### config.mk
export PLATFORM = sky130hd
export DESIGN_NAME = sdram_arbit
export DESIGN_NICKNAME = d
export VERILOG_FILES = /design/src/rtl/sdram_arbit.sv
export SDC_FILE = /design/constraint.sdc
export NUM_CORES = 1
export LEC_CHECK = 0
export CORE_ASPECT_RATIO = 1.1
export CORE_MARGIN = 1.5
export CORE_UTILIZATION = 30
export CTS_CLUSTER_SIZE = 28
export DETAILED_ROUTE_END_ITERATION = 7
export GPL_TIMING_DRIVEN = 1
export PLACE_DENSITY = 0.82
export SLEW_MARGIN = 20
export SYNTH_ARGS = -nofsm -noshare
export SYNTH_HDL_FRONTEND = slang
export SYNTH_SLANG_ARGS = --single-unit
### constraint.sdc
create_clock -name sclk -period 5.5 [get_ports sclk]
set_input_delay 1.1 -clock sclk [delete_from_list [all_inputs] [get_ports sclk]]
set_output_delay 1.1 -clock sclk [all_outputs]
set_load 0.05 [all_outputs]
### src/rtl/sdram_arbit.sv
`default_nettype none
// +----------------------------------------------------------------------------+
// | Module  : sdram_arbit                                                      |
// | Brief   : Grants the SDRAM command bus to init/refresh/write/read stages   |
// |           and muxes the selected stage onto the SDRAM pins.                |
// | Revision: 1.0 - initial release                                            |
// +----------------------------------------------------------------------------+
module sdram_arbit #(
  parameter int TIMEOUT_CYC = 1023,
  parameter int DQ_W        = 16
) (
  input  logic            sclk,
  input  logic            s_rst,
  input  logic [3:0]      init_cmd,
  input  logic [12:0]     init_addr,
  input  logic            flag_init_end,
  input  logic            ref_req,
  output logic            ref_en,
  input  logic [3:0]      aref_cmd,
  input  logic [12:0]     aref_addr,
  input  logic            flag_ref_end,
  input  logic            wr_req,
  output logic            wr_en,
  input  logic [3:0]      wr_cmd,
  input  logic [12:0]     wr_addr,
  input  logic [1:0]      wr_bank,
  input  logic [DQ_W-1:0] wr_data,
  input  logic            flag_wr_end,
  input  logic            rd_req,
  output logic            rd_en,
  input  logic [3:0]      rd_cmd,
  input  logic [12:0]     rd_addr,
  input  logic [1:0]      rd_bank,
  input  logic            flag_rd_end,
  output logic            sdram_cke,
  output logic            sdram_cs_n,
  output logic            sdram_ras_n,
  output logic            sdram_cas_n,
  output logic            sdram_we_n,
  output logic [1:0]      sdram_bank,
  output logic [12:0]     sdram_addr,
  output logic [DQ_W-1:0] sdram_dq_out,
  output logic            sdram_dq_oe,
  output logic            err_timeout
);

  localparam int                 c_CNT_W  = $clog2(TIMEOUT_CYC + 1);
  localparam logic [c_CNT_W-1:0] c_TMO    = c_CNT_W'(TIMEOUT_CYC);
  localparam logic [c_CNT_W-1:0] c_TMO_M1 = c_CNT_W'(TIMEOUT_CYC - 1);
  localparam logic [3:0]         c_NOP    = 4'b0111;

  typedef enum logic [4:0] {
    S_INIT  = 5'b00001,
    S_ARBIT = 5'b00010,
    S_AREF  = 5'b00100,
    S_WRITE = 5'b01000,
    S_READ  = 5'b10000
  } state_t;

  state_t             r_state;
  state_t             w_next;
  logic               r_last_wr;
  logic [c_CNT_W-1:0] r_cnt;
  logic               r_err;
  logic               r_cke;
  logic               w_grant;
  logic [3:0]         w_cmd;

  always_ff @(posedge sclk) begin
    if (s_rst) begin
      r_state   <= S_INIT;
      r_last_wr <= 1'b0;
      r_cnt     <= '0;
      r_err     <= 1'b0;
      r_cke     <= 1'b0;
    end else begin
      r_state <= w_next;
      r_cke   <= 1'b1;
      if (r_state == S_ARBIT && w_next == S_WRITE) r_last_wr <= 1'b1;
      if (r_state == S_ARBIT && w_next == S_READ)  r_last_wr <= 1'b0;
      // Timeout only flags a stuck stage; the grant itself is left running.
      if (w_next != r_state) begin
        r_cnt <= '0;
      end else if (w_grant) begin
        if (r_cnt != c_TMO) r_cnt <= r_cnt + 1'b1;
        if (r_cnt == c_TMO_M1) r_err <= 1'b1;
      end
    end
  end

  always_comb begin
    w_next = r_state;
    case (r_state)
      S_INIT:  if (flag_init_end) w_next = S_ARBIT;
      S_ARBIT: begin
        if (ref_req)               w_next = S_AREF;
        else if (wr_req && rd_req) w_next = r_last_wr ? S_READ : S_WRITE;
        else if (wr_req)           w_next = S_WRITE;
        else if (rd_req)           w_next = S_READ;
      end
      S_AREF:  if (flag_ref_end) w_next = S_ARBIT;
      S_WRITE: if (flag_wr_end)  w_next = S_ARBIT;
      S_READ:  if (flag_rd_end)  w_next = S_ARBIT;
      default: w_next = S_INIT;
    endcase
  end

  always_comb begin
    w_cmd        = c_NOP;
    sdram_addr   = '0;
    sdram_bank   = '0;
    sdram_dq_out = '0;
    case (r_state)
      S_INIT: begin
        w_cmd      = init_cmd;
        sdram_addr = init_addr;
      end
      S_AREF: begin
        w_cmd      = aref_cmd;
        sdram_addr = aref_addr;
      end
      S_WRITE: begin
        w_cmd        = wr_cmd;
        sdram_addr   = wr_addr;
        sdram_bank   = wr_bank;
        sdram_dq_out = wr_data;
      end
      S_READ: begin
        w_cmd      = rd_cmd;
        sdram_addr = rd_addr;
        sdram_bank = rd_bank;
      end
      default: ;
    endcase
  end

  assign w_grant     = (r_state == S_AREF) || (r_state == S_WRITE) || (r_state == S_READ);
  assign ref_en      = (r_state == S_AREF);
  assign wr_en       = (r_state == S_WRITE);
  assign rd_en       = (r_state == S_READ);
  assign sdram_dq_oe = (r_state == S_WRITE);
  assign {sdram_cs_n, sdram_ras_n, sdram_cas_n, sdram_we_n} = w_cmd;
  assign sdram_cke   = r_cke;
  assign err_timeout = r_err;

endmodule
`default_nettype wire

==> flow_metrics.tcl <==
set metrics [dict create \
    place_ws_ns 1.694 \
    area_delta_synth_final_pct 87.31 \
    setup.worst_path.end "sdram_cs_n" \
    die_h_um 80.94 \
    cts_hold_buf 0 \
    routed_wl_mm 6.235 \
    drive_gt1_share_pct 4.819 \
    p_total_mw 0.4325 \
    ant_nets 0 \
    vdd_drop_max_mv 0.1542 \
    dieArea_mm2 0.005977 \
    crit_arrival_ns 3.02 \
    port_buffers 137 \
    hold_viol 0 \
    cp.required_ns 4.40 \
    worst-r2r-setup-slack_ns 3.43 \
    ctsResizeCount 0 \
    yosysSeqAreaShare_pct 21.75 \
    worst_hold_slack_ns 0.4851 \
    avgSynthCellArea_um2 8.081 \
    die_x_um 73.85 \
    grt_max_degree 21 \
    clock_skew_ns 0.002334 \
    placed_area_mm2 0.003048 \
    syn_inst 205 \
    nNetsFinal 432 \
    antenna_found_initial 0 \
    cts-buffers-inserted 3 \
    grt_pass1_vias 1916 \
    start_util_pct 30.91 \
    clkSlewWorstSetupHoldPaths_ns 0.06 \
    clock-root-buffer "clkbuf_8" \
    setup_viol 0 \
    synth_fp_nets 304 \
    final_area_mm2 0.003103 \
    stdcell_count 407 \
    drt_iter0_drc 68 \
    ys_ff_latch 18 \
    p_leak_nw 1.125 \
    yosysUniqueCellTypes 48 \
    r2r-start "r_state[4]" \
    max_freq_mhz 242.8 \
    gp_congestion 0.8246 \
    slew_headroom_pct 45.74 \
    r2r-end "r_state[1]" \
    num_rows 28 \
    cts_htree_levels 1 \
    period_share_pct 74.89 \
    postCtsSetupBuffers 0 \
    yosysWarnings 0 \
    final_core_util_pct 57.89 \
    worstSetupPathType "flop to output pin" \
    antenna_cells 0 \
    max_cap_violations 0 \
    track_usage_pct 19.17 \
    worst_setup_path_start_kind "flop" \
    worstRegToRegCells 5 \
    ioPinCount 138 \
    crit_start "r_state[4]" \
    dpl.hpwl_mm 5.049 \
    placed_cells 403 \
    cts.path.max_buffers 2 \
    fin_crit_ns 4.119 \
    fin_ws_ns 1.381 \
    cts.sinks 18 \
    first_pass_iters 4 \
    holdCritPathClass "flop to flop" \
    status "finished, final reports clean" \
    core_mm2 0.005360 \
    worstPathMaxFanout 20 \
    viasPerCell 5.160 \
    drc 0 \
    powerDensity_mw_per_mm2 139.4 \
    fin_setup_tns_ns 0 \
    slew_viol_final 0 \
    num_vias 2100 \
    rsz0062_at_grt "no" \
    tightest_slew_ns 0.8138 \
    clk_latency_ns 0.26 \
    wl_per_cell_um 15.32 \
    cts_tree "built" \
    netlist_area_mm2 0.001657 \
    gr-total-overflow 0 \
    cp-end-kind "output pin" \
    grt_pass1_wl_mm 9.080 \
]
[cells by family (layout without fill, tap and decap cells)]
logic type | Yosys count | count (layout) | share of synthesized area [%]
AND/OR/NAND/NOR | 79 | 79 | 24.85
XOR/XNOR | 7 | 7 | 4.834
AO/OA/AOI/OAI | 71 | 71 | 38.22
flip-flops | 18 | 18 | 21.75
multiplexers | 2 | 2 | 1.209
buffers and inverters | 26 | 153 | 7.628
adder cells (fa/ha/maj) | 2 | 2 | 1.510
[where the power goes]
group          internal, mW  switching, mW
logic                 0.102         0.0869
registers             0.132        0.00373
clock network        0.0637         0.0440
[Yosys cell counts, drive strengths merged]
library cell / count / area (um2)
and4: 1 / 8.760
o211ai: 4 / 43.79
o21ai: 9 / 48.80
dfxtp: 18 / 360.4
buf: 9 / 62.55
o22ai: 1 / 6.260
a31oi: 3 / 18.77
a221o: 14 / 140.1
nor3: 7 / 35.03
o2bb2ai: 1 / 8.760
a22oi: 1 / 7.510
a21oi: 5 / 25.02
nand2: 14 / 52.55
a221oi: 2 / 35.04
and2: 18 / 112.6
xor2: 2 / 36.29
nand3b: 2 / 15.01
nand4: 3 / 18.77
o21bai: 1 / 7.510
ha: 2 / 25.02
xnor2: 5 / 43.79
a2bb2oi: 1 / 8.760
a21o: 1 / 7.510
a222oi: 3 / 30.03
o2111ai: 2 / 35.04
nor4: 4 / 25.02
clkbuf: 7 / 26.28
and3: 3 / 18.77
mux2i: 2 / 20.02
o31ai: 1 / 7.510
a211oi: 5 / 52.55
a22o: 16 / 140.1
inv: 10 / 37.54
nor2b: 1 / 6.260
o211a: 1 / 10.01
nor4b: 1 / 8.760
nor2: 20 / 85.08
nand3: 5 / 25.02
[worst max-delay path, stage by stage, from the launching register on]
cell	delay [ns]
dfxtp_1	0.50
nor2_2	0.30
and3_1	0.73
a22o_1	0.30
a221o_1	0.12
clkdlybuf4s50_1	0.80
[metal layers]
metal  track usage, %  share of wire, %  vias up  wire, um
met5                0                 0        -         0
met4            6.667               1.6        0        98
met3            2.109               6.8        9       423
met2            35.50                50       87      3146
met1            22.50                41      965      2566
li1                 -                 -     1039         -
[placed cells by master (no fill, tap or decap), types with 7 or more instances in the layout]
| cell type | instances |
|---|---|
| clkdlybuf4s50_1 | 137 |
| inv_1 | 10 |
| o21ai_0 | 8 |
| nor3_1 | 7 |
| and2_1 | 18 |
| a22o_1 | 16 |
| nand2_1 | 14 |
| nor2_1 | 18 |
| dfxtp_1 | 18 |
| a221o_1 | 14 |
[worst min-delay path by stage]
stage                     slack [ns]  cells past startpoint   startpoint     endpoint
after global routing            0.50                      1  err_timeout  err_timeout
after global placement          0.45                      1  err_timeout  err_timeout
after detailed placement        0.47                      1  err_timeout  err_timeout
final                           0.49                      1  err_timeout  err_timeout
after CTS                       0.49                      1  err_timeout  err_timeout
after floorplan                 0.47                      1     r_cnt[2]     r_cnt[2]
[state kept, by name, indices dropped and copies added, names as in the netlist]
name and flops:
err_timeout 1, r_cnt 10, r_last_wr 1, r_state 5, sdram_cke 1
[layout make-up]
cell class | instances | area (um2)
clock buffer | 4 | 55.05
fill | 458 | 2257
inverter | 10 | 37.54
multi-input combinational | 161 | 1170
sequential | 18 | 360.3
tap | 75 | 93.84
timing repair buffer | 139 | 1386
No activity file was read; power rests on OpenSTA's default activity.
==> edit: new RTL, same flow settings <==
Set the parameter `DQ_W` to 24 (it was 16).
--- a/src/rtl/sdram_arbit.sv
+++ b/src/rtl/sdram_arbit.sv
@@ -7,7 +7,7 @@
 // +----------------------------------------------------------------------------+
 module sdram_arbit #(
   parameter int TIMEOUT_CYC = 1023,
-  parameter int DQ_W        = 16
+  parameter int DQ_W        = 24
 ) (
   input  logic            sclk,
   input  logic            s_rst,
Ports: changed (resized sdram_dq_out and wr_data); port bits go from 138 to 154. No check against the original RTL was run, so the function may have changed too.
==> edit against the original RTL <==
  * Area after synthesis increased by 0.60%
  * Via count increased by 6.6%
  * Final area increased by 5.9%
  * Worst setup slack lost 0.20 ns
  * Total power shrank 0.64%
  * Register-to-register slack worse by 0.21 ns
  * Clock skew up 0.00076 ns
  * Final cell count up 7.9%
  * Sequential cell count did not move
  * Routed wire length grew 9.6%
  * Critical path type unchanged
  * Largest cell class unchanged
==> edit: results (changes against the original RTL) <==
[status]
outcome = finished, final reports clean

[critical_path]
critPathMaxFanout = 26  ; +30%
cp-endpoint = sdram_cas_n
rrSetupSlack_ns = 3.22  ; -0.21 ns
r2r-end = r_cnt[8]
cp_data_arrival_time_ns = 3.22  ; +0.20 ns
crit_start = r_state[0]

[power]
p_leak_nw = 1.20  ; +6.3%
max-vdd-ir-drop_mv = 0.106  ; -31%

[place]
io_buffers = 153  ; +12%
gp_congestion = 0.888  ; +7.7%

[layout]
layout-drive-gt1-share = 0.0549  ; +0.00675
nets = 472  ; +9.3%
nFillCells = 459  ; +0.22%

[route]
wl_met2_mm = 3.34  ; +6.2%
vias = 2238  ; +6.6%
drtIter0Drc = 134  ; +97%
postRouteWirelength_mm = 6.83  ; +9.6%
wl_met1_mm = 2.71  ; +5.6%
met3_length_um = 643  ; +52%
firstDrtPassIters = 5  ; +1

[logic_synthesis]
synthTopCellsByArea = dfxtp_1 (22%), a222oi_1 (10%), and2_1 (9.0%), nand2_1 (8.8%), nor2_1 (4.1%)
syn_area_per_cell_um2 = 7.51  ; -7.1%
syn_nets = 329  ; +8.2%
ys_types = 49  ; +2.1%
synth_commonest_cells = nand2_1 (39), and2_1 (24), dfxtp_1 (18), nor2_1 (18), a222oi_1 (17)

[cts]
cts_resized = 0  ; unchanged
clk_latency_ns = 0.26  ; about the same

[grt]
grt_max_degree = 27  ; +29%
grt_pass1_wl_mm = 9.86  ; +8.6%
first_global_vias = 2024  ; +5.6%

[timing]
final.setup_skew_ns = 0.00309  ; +0.000756 ns
slew_headroom = 0.464  ; +0.00612

## edit: worst min path at each step
stage	from	to	slack (ns)	cells after the start
after floorplan	r_cnt[2]	r_cnt[2]	0.49	1
after global placement	err_timeout	err_timeout	0.46	1
after detailed placement	err_timeout	err_timeout	0.46	1
after CTS	err_timeout	err_timeout	0.48	1
after global routing	err_timeout	err_timeout	0.49	1
final	err_timeout	err_timeout	0.48	1
## edit: per-stage QoR
step / total power, mW / area (µm²) / std cells / worst slack [ns] / util
floorplan: 0.219 / 1670 / 222 / 1.98 / -
global placement: 0.323 / 3230 / 435 / 1.53 / 0.603
detailed placement: 0.325 / 3230 / 435 / 1.46 / 0.603
CTS: 0.433 / 3290 / 439 / 1.17 / 0.613
global route: 0.448 / 3290 / 439 / 1.00 / 0.613
finish: 0.430 / 3290 / 439 / 1.18 / 0.613
## edit: kinds of logic (layout without fill, tap and decap cells)
group | count (synthesis) | after routing | share of synthesized area
buffers and inverters | 21 | 163 | 0.0563
AND/OR/NAND/NOR | 122 | 122 | 0.398
flip-flops | 18 | 18 | 0.216
XOR/XNOR | 6 | 6 | 0.0315
adder cells (fa/ha/maj) | 2 | 2 | 0.0150
AO/OA/AOI/OAI | 51 | 51 | 0.271
multiplexers | 2 | 2 | 0.0120
## edit: layout make-up
class	instances	area share
tap	75	0.0286
multi-input combinational	183	0.371
clock buffer	4	0.0168
inverter	5	0.00571
timing repair buffer	154	0.468
sequential	18	0.110
## edit: worst register-to-register path, stage by stage (launching register included)
cell and delay, ns:
dfxtp_1 0.66, nor3_2 0.18, and3_1 0.45, a221oi_4 0.41, nand4_4 0.25, a311oi_2 0.25
## edit: layer usage
metal	up-vias	GRT usage
met3	14	0.0434
met2	86	0.353
met4	0	0.0870
li1	1114	-
met1	1024	0.261
met5	-	0
